**config.mk**
```make
export PLATFORM = sky130hd
export DESIGN_NAME = mul_seq_arb_flat
export DESIGN_NICKNAME = d
export VERILOG_FILES = /design/src/rtl/mul_seq_pkg.sv /design/src/rtl/mul_seq_arb_if.sv /design/src/rtl/array8.sv /design/src/rtl/mul_rr_arb2.sv /design/src/rtl/mul_seq_arb.sv /design/src/flat_wrapper.sv
export SDC_FILE = /design/constraint.sdc
export NUM_CORES = 1
export LEC_CHECK = 0
export BUFFER_PORTS_ARGS = -buffer_cell sky130_fd_sc_hd__buf_2
export CAP_MARGIN = 20
export CORE_MARGIN = 2
export CORE_UTILIZATION = 45
export CTS_BUF_LIST = sky130_fd_sc_hd__clkbuf_16
export DETAILED_ROUTE_END_ITERATION = 16
export GPL_TIMING_DRIVEN = 0
export PLACE_DENSITY = 0.66
export REMOVE_ABC_BUFFERS = 1
export SLEW_MARGIN = 15
export SYNTH_ARGS = -nofsm -noshare
export SYNTH_HDL_FRONTEND = slang
export SYNTH_SLANG_ARGS = --single-unit
```
**constraint.sdc**
```tcl
create_clock -name clk -period 8.1 [get_ports clk]
set_input_delay 1.62 -clock clk [delete_from_list [all_inputs] [get_ports clk]]
set_output_delay 1.62 -clock clk [all_outputs]
set_load 0.05 [all_outputs]
```
**src/rtl/mul_seq_pkg.sv**
```systemverilog
// Shared types and constants for the sequenced 16x16 multiplier controller.
// abs_op is only used when SIGNED_MUL_EN is defined.
package mul_seq_pkg;

  localparam int OP_W  = 16;
  localparam int RES_W = 32;

  typedef enum logic [2:0] {
    IDLE,
    PP0,
    PP1,
    PP2,
    PP3,
    DONE
  } mul_state_t;

  localparam int PP_SHIFT [0:3] = '{0, 8, 8, 16};

  // abs(0x8000) wraps back to 0x8000, which reads correctly as unsigned 32768.
  function automatic logic [OP_W-1:0] abs_op(input logic [OP_W-1:0] v);
    return v[OP_W-1] ? (~v + 16'd1) : v;
  endfunction

endpackage

```
**src/rtl/mul_seq_arb_if.sv**
```systemverilog
// Request and result handshake bundle for mul_seq_arb.
// The master side drives requests and consumes results; the slave side is the multiplier.
interface mul_seq_arb_if;
  import mul_seq_pkg::*;

  logic             req0_valid;
  logic             req0_ready;
  logic [OP_W-1:0]  req0_a;
  logic [OP_W-1:0]  req0_b;
  logic             req1_valid;
  logic             req1_ready;
  logic [OP_W-1:0]  req1_a;
  logic [OP_W-1:0]  req1_b;
  logic             res_valid;
  logic             res_ready;
  logic [RES_W-1:0] res;
  logic             res_id;
  logic             busy;

  modport master (
    output req0_valid, req0_a, req0_b,
    output req1_valid, req1_a, req1_b,
    output res_ready,
    input  req0_ready, req1_ready,
    input  res_valid, res, res_id, busy
  );

  modport slave (
    input  req0_valid, req0_a, req0_b,
    input  req1_valid, req1_a, req1_b,
    input  res_ready,
    output req0_ready, req1_ready,
    output res_valid, res, res_id, busy
  );

endinterface

```
**src/rtl/array8.sv**
```systemverilog
// Existing 8x8 unsigned array multiplier core, shared across partial-product phases.
module array8 (
  input  logic [7:0]  a,
  input  logic [7:0]  b,
  output logic [15:0] p
);

  assign p = {8'b0, a} * {8'b0, b};

endmodule

```
**src/rtl/mul_rr_arb2.sv**
```systemverilog
// Two-way round-robin arbiter; prio names the requester favoured on the next contention.
module mul_rr_arb2 (
  input  logic       clk,
  input  logic       rst_n,
  input  logic [1:0] valid,
  input  logic       accept,
  output logic [1:0] grant
);

  logic prio;

  always_comb begin
    grant = 2'b00;
    if (valid[0] && valid[1]) begin
      grant = prio ? 2'b10 : 2'b01;
    end else if (valid[0]) begin
      grant = 2'b01;
    end else if (valid[1]) begin
      grant = 2'b10;
    end
  end

  // After every accept the requester that was not served becomes favoured.
  always_ff @(posedge clk or negedge rst_n) begin
    if (!rst_n) begin
      prio <= 1'b0;
    end else if (accept) begin
      prio <= ~grant[1];
    end
  end

endmodule

```
**src/rtl/mul_seq_arb.sv**
```systemverilog
// Sequenced 16x16 multiplier time-sharing one array8 core between two round-robin requesters.
// Define SIGNED_MUL_EN for two's-complement operands; the default build is unsigned.
module mul_seq_arb
  import mul_seq_pkg::*;
(
  input  logic         clk,
  input  logic         rst_n,
  mul_seq_arb_if.slave bus
);

  mul_state_t       state, state_nxt;
  logic [OP_W-1:0]  opa, opb;
  logic [OP_W-1:0]  sel_a, sel_b;
  logic [RES_W-1:0] acc, term;
  logic             id_q;
  logic [1:0]       grant;
  logic             accept;
  logic             in_pp;
  logic [1:0]       phase;
  logic [7:0]       mul_a, mul_b;
  logic [15:0]      mul_p;

  mul_rr_arb2 u_arb (
    .clk    (clk),
    .rst_n  (rst_n),
    .valid  ({bus.req1_valid, bus.req0_valid}),
    .accept (accept),
    .grant  (grant)
  );

  assign accept         = (state == IDLE) && (grant != 2'b00);
  assign bus.req0_ready = (state == IDLE) && grant[0];
  assign bus.req1_ready = (state == IDLE) && grant[1];
  assign sel_a          = grant[1] ? bus.req1_a : bus.req0_a;
  assign sel_b          = grant[1] ? bus.req1_b : bus.req0_b;

  always_ff @(posedge clk or negedge rst_n) begin
    if (!rst_n) begin
      state <= IDLE;
    end else begin
      state <= state_nxt;
    end
  end

  always_comb begin
    state_nxt = state;
    case (state)
      IDLE:    if (accept) state_nxt = PP0;
      PP0:     state_nxt = PP1;
      PP1:     state_nxt = PP2;
      PP2:     state_nxt = PP3;
      PP3:     state_nxt = DONE;
      DONE:    if (bus.res_ready) state_nxt = IDLE;
      default: state_nxt = IDLE;
    endcase
  end

  // Each partial-product state picks one byte pair: phase bit 0 selects opa high, bit 1 opb high.
  always_comb begin
    in_pp = 1'b1;
    phase = 2'd0;
    case (state)
      PP0:     phase = 2'd0;
      PP1:     phase = 2'd1;
      PP2:     phase = 2'd2;
      PP3:     phase = 2'd3;
      default: in_pp = 1'b0;
    endcase
  end

  assign mul_a = phase[0] ? opa[15:8] : opa[7:0];
  assign mul_b = phase[1] ? opb[15:8] : opb[7:0];

  array8 u_mul (
    .a (mul_a),
    .b (mul_b),
    .p (mul_p)
  );

  assign term = {16'b0, mul_p} << PP_SHIFT[phase];

  always_ff @(posedge clk or negedge rst_n) begin
    if (!rst_n) begin
      opa  <= '0;
      opb  <= '0;
      id_q <= 1'b0;
      acc  <= '0;
    end else if (accept) begin
`ifdef SIGNED_MUL_EN
      opa  <= abs_op(sel_a);
      opb  <= abs_op(sel_b);
`else
      opa  <= sel_a;
      opb  <= sel_b;
`endif
      id_q <= grant[1];
      acc  <= '0;
    end else if (in_pp) begin
      acc  <= acc + term;
    end
  end

`ifdef SIGNED_MUL_EN
  logic neg;

  // Magnitudes are multiplied; the product sign is reapplied on the way out.
  always_ff @(posedge clk or negedge rst_n) begin
    if (!rst_n) begin
      neg <= 1'b0;
    end else if (accept) begin
      neg <= sel_a[OP_W-1] ^ sel_b[OP_W-1];
    end
  end

  assign bus.res = neg ? (~acc + 32'd1) : acc;
`else
  assign bus.res = acc;
`endif

  assign bus.res_valid = (state == DONE);
  assign bus.res_id    = id_q;
  assign bus.busy      = (state != IDLE);

endmodule
```
**src/flat_wrapper.sv**
```systemverilog
// flat-port wrapper written by rule: the top's interface ports become plain ports
module mul_seq_arb_flat import mul_seq_pkg::*;
  (clk, rst_n, bus_req0_valid, bus_req0_a, bus_req0_b, bus_req1_valid, bus_req1_a, bus_req1_b, bus_res_ready, bus_req0_ready, bus_req1_ready, bus_res_valid, bus_res, bus_res_id, bus_busy);
  mul_seq_arb_if bus_i ();
  input  logic clk;
  input  logic rst_n;
  input wire logic [$bits(bus_i.req0_valid)-1:0] bus_req0_valid;
  input wire logic [$bits(bus_i.req0_a)-1:0] bus_req0_a;
  input wire logic [$bits(bus_i.req0_b)-1:0] bus_req0_b;
  input wire logic [$bits(bus_i.req1_valid)-1:0] bus_req1_valid;
  input wire logic [$bits(bus_i.req1_a)-1:0] bus_req1_a;
  input wire logic [$bits(bus_i.req1_b)-1:0] bus_req1_b;
  input wire logic [$bits(bus_i.res_ready)-1:0] bus_res_ready;
  output wire logic [$bits(bus_i.req0_ready)-1:0] bus_req0_ready;
  output wire logic [$bits(bus_i.req1_ready)-1:0] bus_req1_ready;
  output wire logic [$bits(bus_i.res_valid)-1:0] bus_res_valid;
  output wire logic [$bits(bus_i.res)-1:0] bus_res;
  output wire logic [$bits(bus_i.res_id)-1:0] bus_res_id;
  output wire logic [$bits(bus_i.busy)-1:0] bus_busy;
  assign bus_i.req0_valid = bus_req0_valid;
  assign bus_i.req0_a = bus_req0_a;
  assign bus_i.req0_b = bus_req0_b;
  assign bus_i.req1_valid = bus_req1_valid;
  assign bus_i.req1_a = bus_req1_a;
  assign bus_i.req1_b = bus_req1_b;
  assign bus_i.res_ready = bus_res_ready;
  assign bus_req0_ready = bus_i.req0_ready;
  assign bus_req1_ready = bus_i.req1_ready;
  assign bus_res_valid = bus_i.res_valid;
  assign bus_res = bus_i.res;
  assign bus_res_id = bus_i.res_id;
  assign bus_busy = bus_i.busy;
  mul_seq_arb u_core (.clk(clk), .rst_n(rst_n), .bus(bus_i));
endmodule
```
Yosys cells after proc, flatten, opt, wreduce, memory -nomap -nowiden
Cells that the tools add are included.
{"block": "totals", "reg_bits": 69, "in_bits": 69, "out_inout_bits": 37, "wordCells": 47}
{"block": "classes", "add_sub_neg": 1, "mul": 1, "magnitude_cmp": 1, "n_eq_ne": 7, "n_shift": 1, "mux": 18, "bitwise": 2, "reduce_logical": 10}
{"cell": "$mux 32", "count": 4}
{"cell": "$bmux 32 s2", "count": 1}
{"cell": "$add 32x32->32", "count": 1}
{"cell": "$mux 16", "count": 2}
{"cell": "$shl 16x32->32", "count": 1}
{"cell": "$pmux 3 s6", "count": 1}
{"cell": "$mul 8x8->16", "count": 1}
{"cell": "$mux 8", "count": 2}
{"cell": "$mux 2", "count": 4}
{"cell": "$eq 3x2->1 const B", "count": 2}
{"cell": "$eq 3x3->1 const B", "count": 2}
{"cell": "$mux 3", "count": 2}
{"cell": "$pmux 2 s3", "count": 1}
{"cell": "$logic_and 1x1->1", "count": 4}
{"cell": "$reduce_bool 2->1", "count": 2}
{"cell": "$reduce_or 4->1", "count": 1}
{"cell": "$eq 3x1->1 const B", "count": 1}
{"cell": "$ge 3x3->1 const B", "count": 1}
{"cell": "$logic_not 3->1", "count": 1}
{"cell": "$not 2->3", "count": 1}
{"cell": "$reduce_bool 3->1", "count": 1}
{"cell": "$ne 2x1->1 const B", "count": 1}
{"cell": "$ne 2x2->1 const B", "count": 1}
{"cell": "$reduce_and 2->1", "count": 1}
{"cell": "other kinds (2)", "count": 2}

Logic depth before layout (Yosys ltp)
{"block": "logic_depth", "depth_word": 10, "ltp_mapped": 32, "depth_no_buf": 31}

Hierarchy
From an unflattened synthesis, not the netlist that was laid out.
{"block": "hier_totals", "cells_unflattened": 838, "area_unflattened_um2": 7343.3}
{"module": "mul_seq_arb", "n_inst": 1, "cells_per_inst": 588, "area_each_um2": 5121.2, "seq_area_each_um2": 1701.6}
{"module": "array8", "n_inst": 1, "cells_per_inst": 244, "area_each_um2": 2165.8, "seq_area_each_um2": 0.0}
{"module": "mul_rr_arb2", "n_inst": 1, "cells_per_inst": 6, "area_each_um2": 56.3, "seq_area_each_um2": 25.0}

Least setup slack after synthesis
No wires, ideal clock.
{"block": "synth_path", "path_kind": "register -> register", "start": "register u_core.state[1]", "end": "register u_core.acc[31], in the netlist u_core.bus.res[31]", "setup_time_ns": 0.084, "arrival_time_ns": 7.419, "t_required_ns": 8.016, "slack_ns": 0.597, "path_stages_with_launch": 31, "path_buffers": 1, "period_less_slack_ns": 7.503, "path_cell_list": "dfrtp_1 -> nand2b_1 -> mux2i_1 -> buf_1 -> mux2i_1 -> nor2_1 -> fa_1 -> fa_1 -> fa_1 -> inv_1 -> fa_1 -> inv_1 -> ha_1 -> or2_2 -> a21oi_1 -> a21oi_1 -> a21oi_1 -> xor2_1 -> nor2_1 -> a21oi_1 -> nor2_1 -> ha_1 -> and3_4 -> o211ai_2 -> a211o_1 -> a211o_1 -> a2111oi_4 -> o211ai_2 -> a21o_1 -> a21oi_2 -> mux2i_1"}
{"block": "synth_between", "elab_chain_cells": 10, "elab_cells_between_ends": 21, "cone_classes": "add/sub: 1; mul: 1; eq/ne: 4; shift: 1; mux: 9; bitwise: 1; reduce/logical: 4"}
{"element": "start, declared", "line_no": "mul_seq_arb.sv:11", "rtl": "mul_state_t state, state_nxt;"}
{"element": "start signal, assigned", "line_no": "mul_seq_arb.sv:41", "rtl": "state <= state_nxt;"}
{"element": "parallel branches: the longest is 10 deep, another holds $add 32x32->32"}
{"element": "end signal, assigned", "line_no": "mul_seq_arb.sv:99", "rtl": "acc <= acc + term;"}
{"element": "end, declared", "line_no": "mul_seq_arb.sv:14", "rtl": "logic [RES_W-1:0] acc, term;"}
Several ways; the timed one is not identified. The select of a mux whose other input is x is not followed.
A chain may end at the register's enable or synchronous reset.

Final worst setup path
{"block": "layout_path", "start": "register u_core.state[2]", "end": "register u_core.acc[31], in the netlist u_core.bus.res[31]"}
Same word-level chain as after synthesis.

==> out/results.md <==
### Run status
- run status: finished clean

### Floorplan
- Row Count: 44
- IO Pins: 106
- Die Footprint: 16,100 sq um
- starting utilization of the core area: 0.464
- x dimension of the die: 127 microns
- core outline area: 14,600 sq um
- vertical die dimension: 127 microns

### Worst setup path
- sort of element at the start of the critical path: register
- library cell contributing the largest single delay on the critical path: sky130_fd_sc_hd__fa_1
- stage delay of the slowest cell on the critical path: 0.57 ns
- kind of end point of the critical path: register
- critical path start-end classification: register to register
- required time of the critical path: 8.37 ns
- largest fanout of any net on the critical path: 8
- most frequent cell on the critical path: sky130_fd_sc_hd__fa_1
- CP Data Arrival Time: 8.08 ns

### Global routing
- combined global-route utilization of all metal layers: 0.211
- largest net degree at the start of global routing: 46
- vias in the first global route: 5,554
- number of antenna violations at the first check in global routing: 0
- global-route wire length before repair: 27,500 microns
- remaining global-route overflow: 0

### Cells and area
- sequential standard cell area: 1730 sq um
- most common library cell in the layout ignoring fill and taps: sky130_fd_sc_hd__buf_2
- area taken by multi-input logic gates: 4990 sq um
- commonest cells after routing, fill and taps aside: 104 x sky130_fd_sc_hd__buf_2, 98 x sky130_fd_sc_hd__nand2_1, 81 x sky130_fd_sc_hd__nor2_1, 67 x sky130_fd_sc_hd__ha_1, 67 x sky130_fd_sc_hd__dfrtp_1
- Area Overhead vs Synth: 22.6%
- number of filler instances in the final layout: 1,352
- number of standard cells in the layout, taps in and fillers out: 1,099
- share of cells above drive strength 1: 0.231
- Post-Route Utilization: 0.569
- ANT cells: 0
- fin nets: 1,084

### STA
- final setup skew: 0.00643 ns
- measured slew at the worst slew-check pin: 0.989 ns
- Final Critical Period: 7.80 ns
- Tcrit/Tclk final: 0.963
- normalized max-slew margin: 0.340
- achievable frequency: 128 MHz
- final slew viol count: 0
- number of failing setup endpoints in the final timing report: 0
- RSZ-0062 raised after global routing: no
- number of hold violations in the final report: 0

### Placement
- placer congestion estimate: 0.877
- number of placed instances, taps included: 1,059
- DPL Wire Length: 12,600 microns
- port bufs: 105

### Logic synthesis
- cell accounting for the most synthesized area: sky130_fd_sc_hd__dfrtp_1
- Ys Warns: 0
- Cell variety after synth: 60
- asr flop ratio synth: 1.00
- Top FF cell, synth: sky130_fd_sc_hd__dfrtp_1
- mean cell area of the mapped netlist: 8.62 sq um
- cells taking the most area after synthesis: sky130_fd_sc_hd__dfrtp_1 25%, sky130_fd_sc_hd__ha_1 13%, sky130_fd_sc_hd__fa_1 11%
- sequential area share after synthesis: 0.254
- Gate Count Post-Synth: 788
- proportion of netlist area held by the largest area contributor: 0.254
- number of synthesized flops with an enable pin: 0
- post-synthesis sequential element count: 69
- synthesized cell area: 6790 sq um

### Route
- DRT Wirelength: 16,700 microns
- DRC viols: 0
- WL per Instance: 15.2 microns
- Vias per Instance: 5.43
- Initial DRT Pass Iterations: 5
- count of nets left with antenna violations after detail routing: 0
- vias after detailed routing: 5,966
- Iteration-0 DRC Markers: 384

### Clock network
- clock tree from TritonCTS: done
- source-to-sink clock delay at the later pin of the worst-skew pair: 0.35 ns
- Sink Count: 69
- root buf cell: sky130_fd_sc_hd__clkbuf_16
- number of buffers created by CTS: 9
- H-tree levels: 3
- maximum clock insertion buffer count: 2
- CTS clock-pin slew for the worst setup and hold paths: 0.06 ns

### Min path
- worst min-delay path category: register to register

### Run
- count of max-cap constraint violations: 0

[path summary, 6_finish.rpt]
| path | from | to | slack [ns] | cells past startpoint |
|---|---|---|---|---|
| setup reg to reg | u_core.state[2] | u_core.bus.res[31] | 0.30 | 31 |
| max in group asynchronous | rst_n | u_core.opb[3] | 6.36 | 2 |
| setup / recovery | u_core.state[2] | u_core.bus.res[31] | 0.30 | 31 |
| min in group asynchronous | rst_n | u_core.bus.res[11] | 1.19 | 1 |
| hold reg to reg | u_core.state[2] | u_core.state[1] | 0.46 | 1 |
| hold / removal | u_core.state[2] | u_core.state[1] | 0.46 | 1 |
[cells in the mapped netlist, types with 2 or more instances]
master                      n
sky130_fd_sc_hd__a32o_1     2
sky130_fd_sc_hd__clkbuf_1  22
sky130_fd_sc_hd__nor3_1    16
sky130_fd_sc_hd__nand2_1   98
sky130_fd_sc_hd__nand2b_1   6
sky130_fd_sc_hd__a21o_1    18
sky130_fd_sc_hd__nand4_1    3
sky130_fd_sc_hd__o211ai_2   2
sky130_fd_sc_hd__a211o_1    9
sky130_fd_sc_hd__and3_1     4
sky130_fd_sc_hd__nand3_1    8
sky130_fd_sc_hd__xor2_1    16
sky130_fd_sc_hd__nor4_1     2
sky130_fd_sc_hd__or3_1      4
sky130_fd_sc_hd__a21oi_1   32
sky130_fd_sc_hd__and2_1     7
sky130_fd_sc_hd__mux2i_1   37
sky130_fd_sc_hd__nor2_1    83
sky130_fd_sc_hd__o21ai_1    3
sky130_fd_sc_hd__o211ai_1   2
sky130_fd_sc_hd__o22ai_1    3
sky130_fd_sc_hd__o21ai_0   51
sky130_fd_sc_hd__o221ai_1   2
sky130_fd_sc_hd__dfrtp_1   69
sky130_fd_sc_hd__or2_2     16
sky130_fd_sc_hd__fa_1      37
sky130_fd_sc_hd__buf_2      2
sky130_fd_sc_hd__a31oi_1    5
sky130_fd_sc_hd__a22o_1     7
sky130_fd_sc_hd__a211oi_1   7
sky130_fd_sc_hd__o21a_1     4
sky130_fd_sc_hd__a22oi_1   18
sky130_fd_sc_hd__o21bai_1   5
sky130_fd_sc_hd__xnor2_1   22
sky130_fd_sc_hd__inv_1     65
sky130_fd_sc_hd__nor2b_1   10
sky130_fd_sc_hd__ha_1      68
[sequential cells by signal (all words and copies together) (netlist names)]
register and flops:
u_core.u_arb.prio 1, u_core.bus.res 32, u_core.opb 16, u_core.opa 16
u_core.bus.res_id 1, u_core.state 3
[cells by family after synthesis]
group,Yosys count,share of synthesized area
and+or+nand+nor,263,0.173
AOI/OAI and AO/OA,184,0.182
adders and majority gates,105,0.234
buffers and inverters,91,0.0509
DFF,69,0.254
xor gates and xnor gates,38,0.0490
muxes,38,0.0562
[stage by stage]
step	TNS, ns	setup WS, ns	instance area (sq um)	hold slack, ns
floorplan	0	0.356	6690	0.445
global placement	-11.45	-1.01	7440	0.455
detailed placement	-3.66	-0.580	7590	0.462
CTS	0	0.0188	8120	0.478
global route	0	0.00280	8330	0.485
finish	0	0.296	8330	0.458
[timing repair]
action                     4_1_cts  5_1_grt
setup endpoints to repair       16       10
gates resized for setup         29       18
hold buffers                     0        0
setup buffers                    6       18
pin swaps                        1        6
[metal layers]
| layer | up-vias | track usage | share of wire |
|---|---|---|---|
| met3 | 13 | 0.0342 | 0.044 |
| met1 | 2841 | 0.310 | 0.48 |
| li1 | 2977 | - | - |
| met4 | 0 | 0.0614 | 0.012 |
| met5 | - | 0 | 0 |
| met2 | 135 | 0.323 | 0.47 |
[critical path: cells and delay by family, from the launching register on]
family                     cells  cell delay, ns
adders and majority gates      6            2.83
muxes                          2            0.54
DFF                            1            0.40
xor gates and xnor gates       1            0.22
and+or+nand+nor                5            0.79
buffers and inverters          4            0.40
AOI/OAI and AO/OA             13            2.55
[layout make-up]
| type | instances | share of cell area |
|---|---|---|
| Multi-Input combinational cell | 628 | 0.600 |
| Clock buffer | 9 | 0.0271 |
| Clock inverter | 7 | 0.00977 |
| Sequential cell | 69 | 0.208 |
| Tap cell | 184 | 0.0277 |
| Timing Repair Buffer | 137 | 0.0989 |
| Inverter | 65 | 0.0293 |
Power is not shown: default switching activity piles up to over one toggle a cycle in this logic, so the estimate is an artifact.
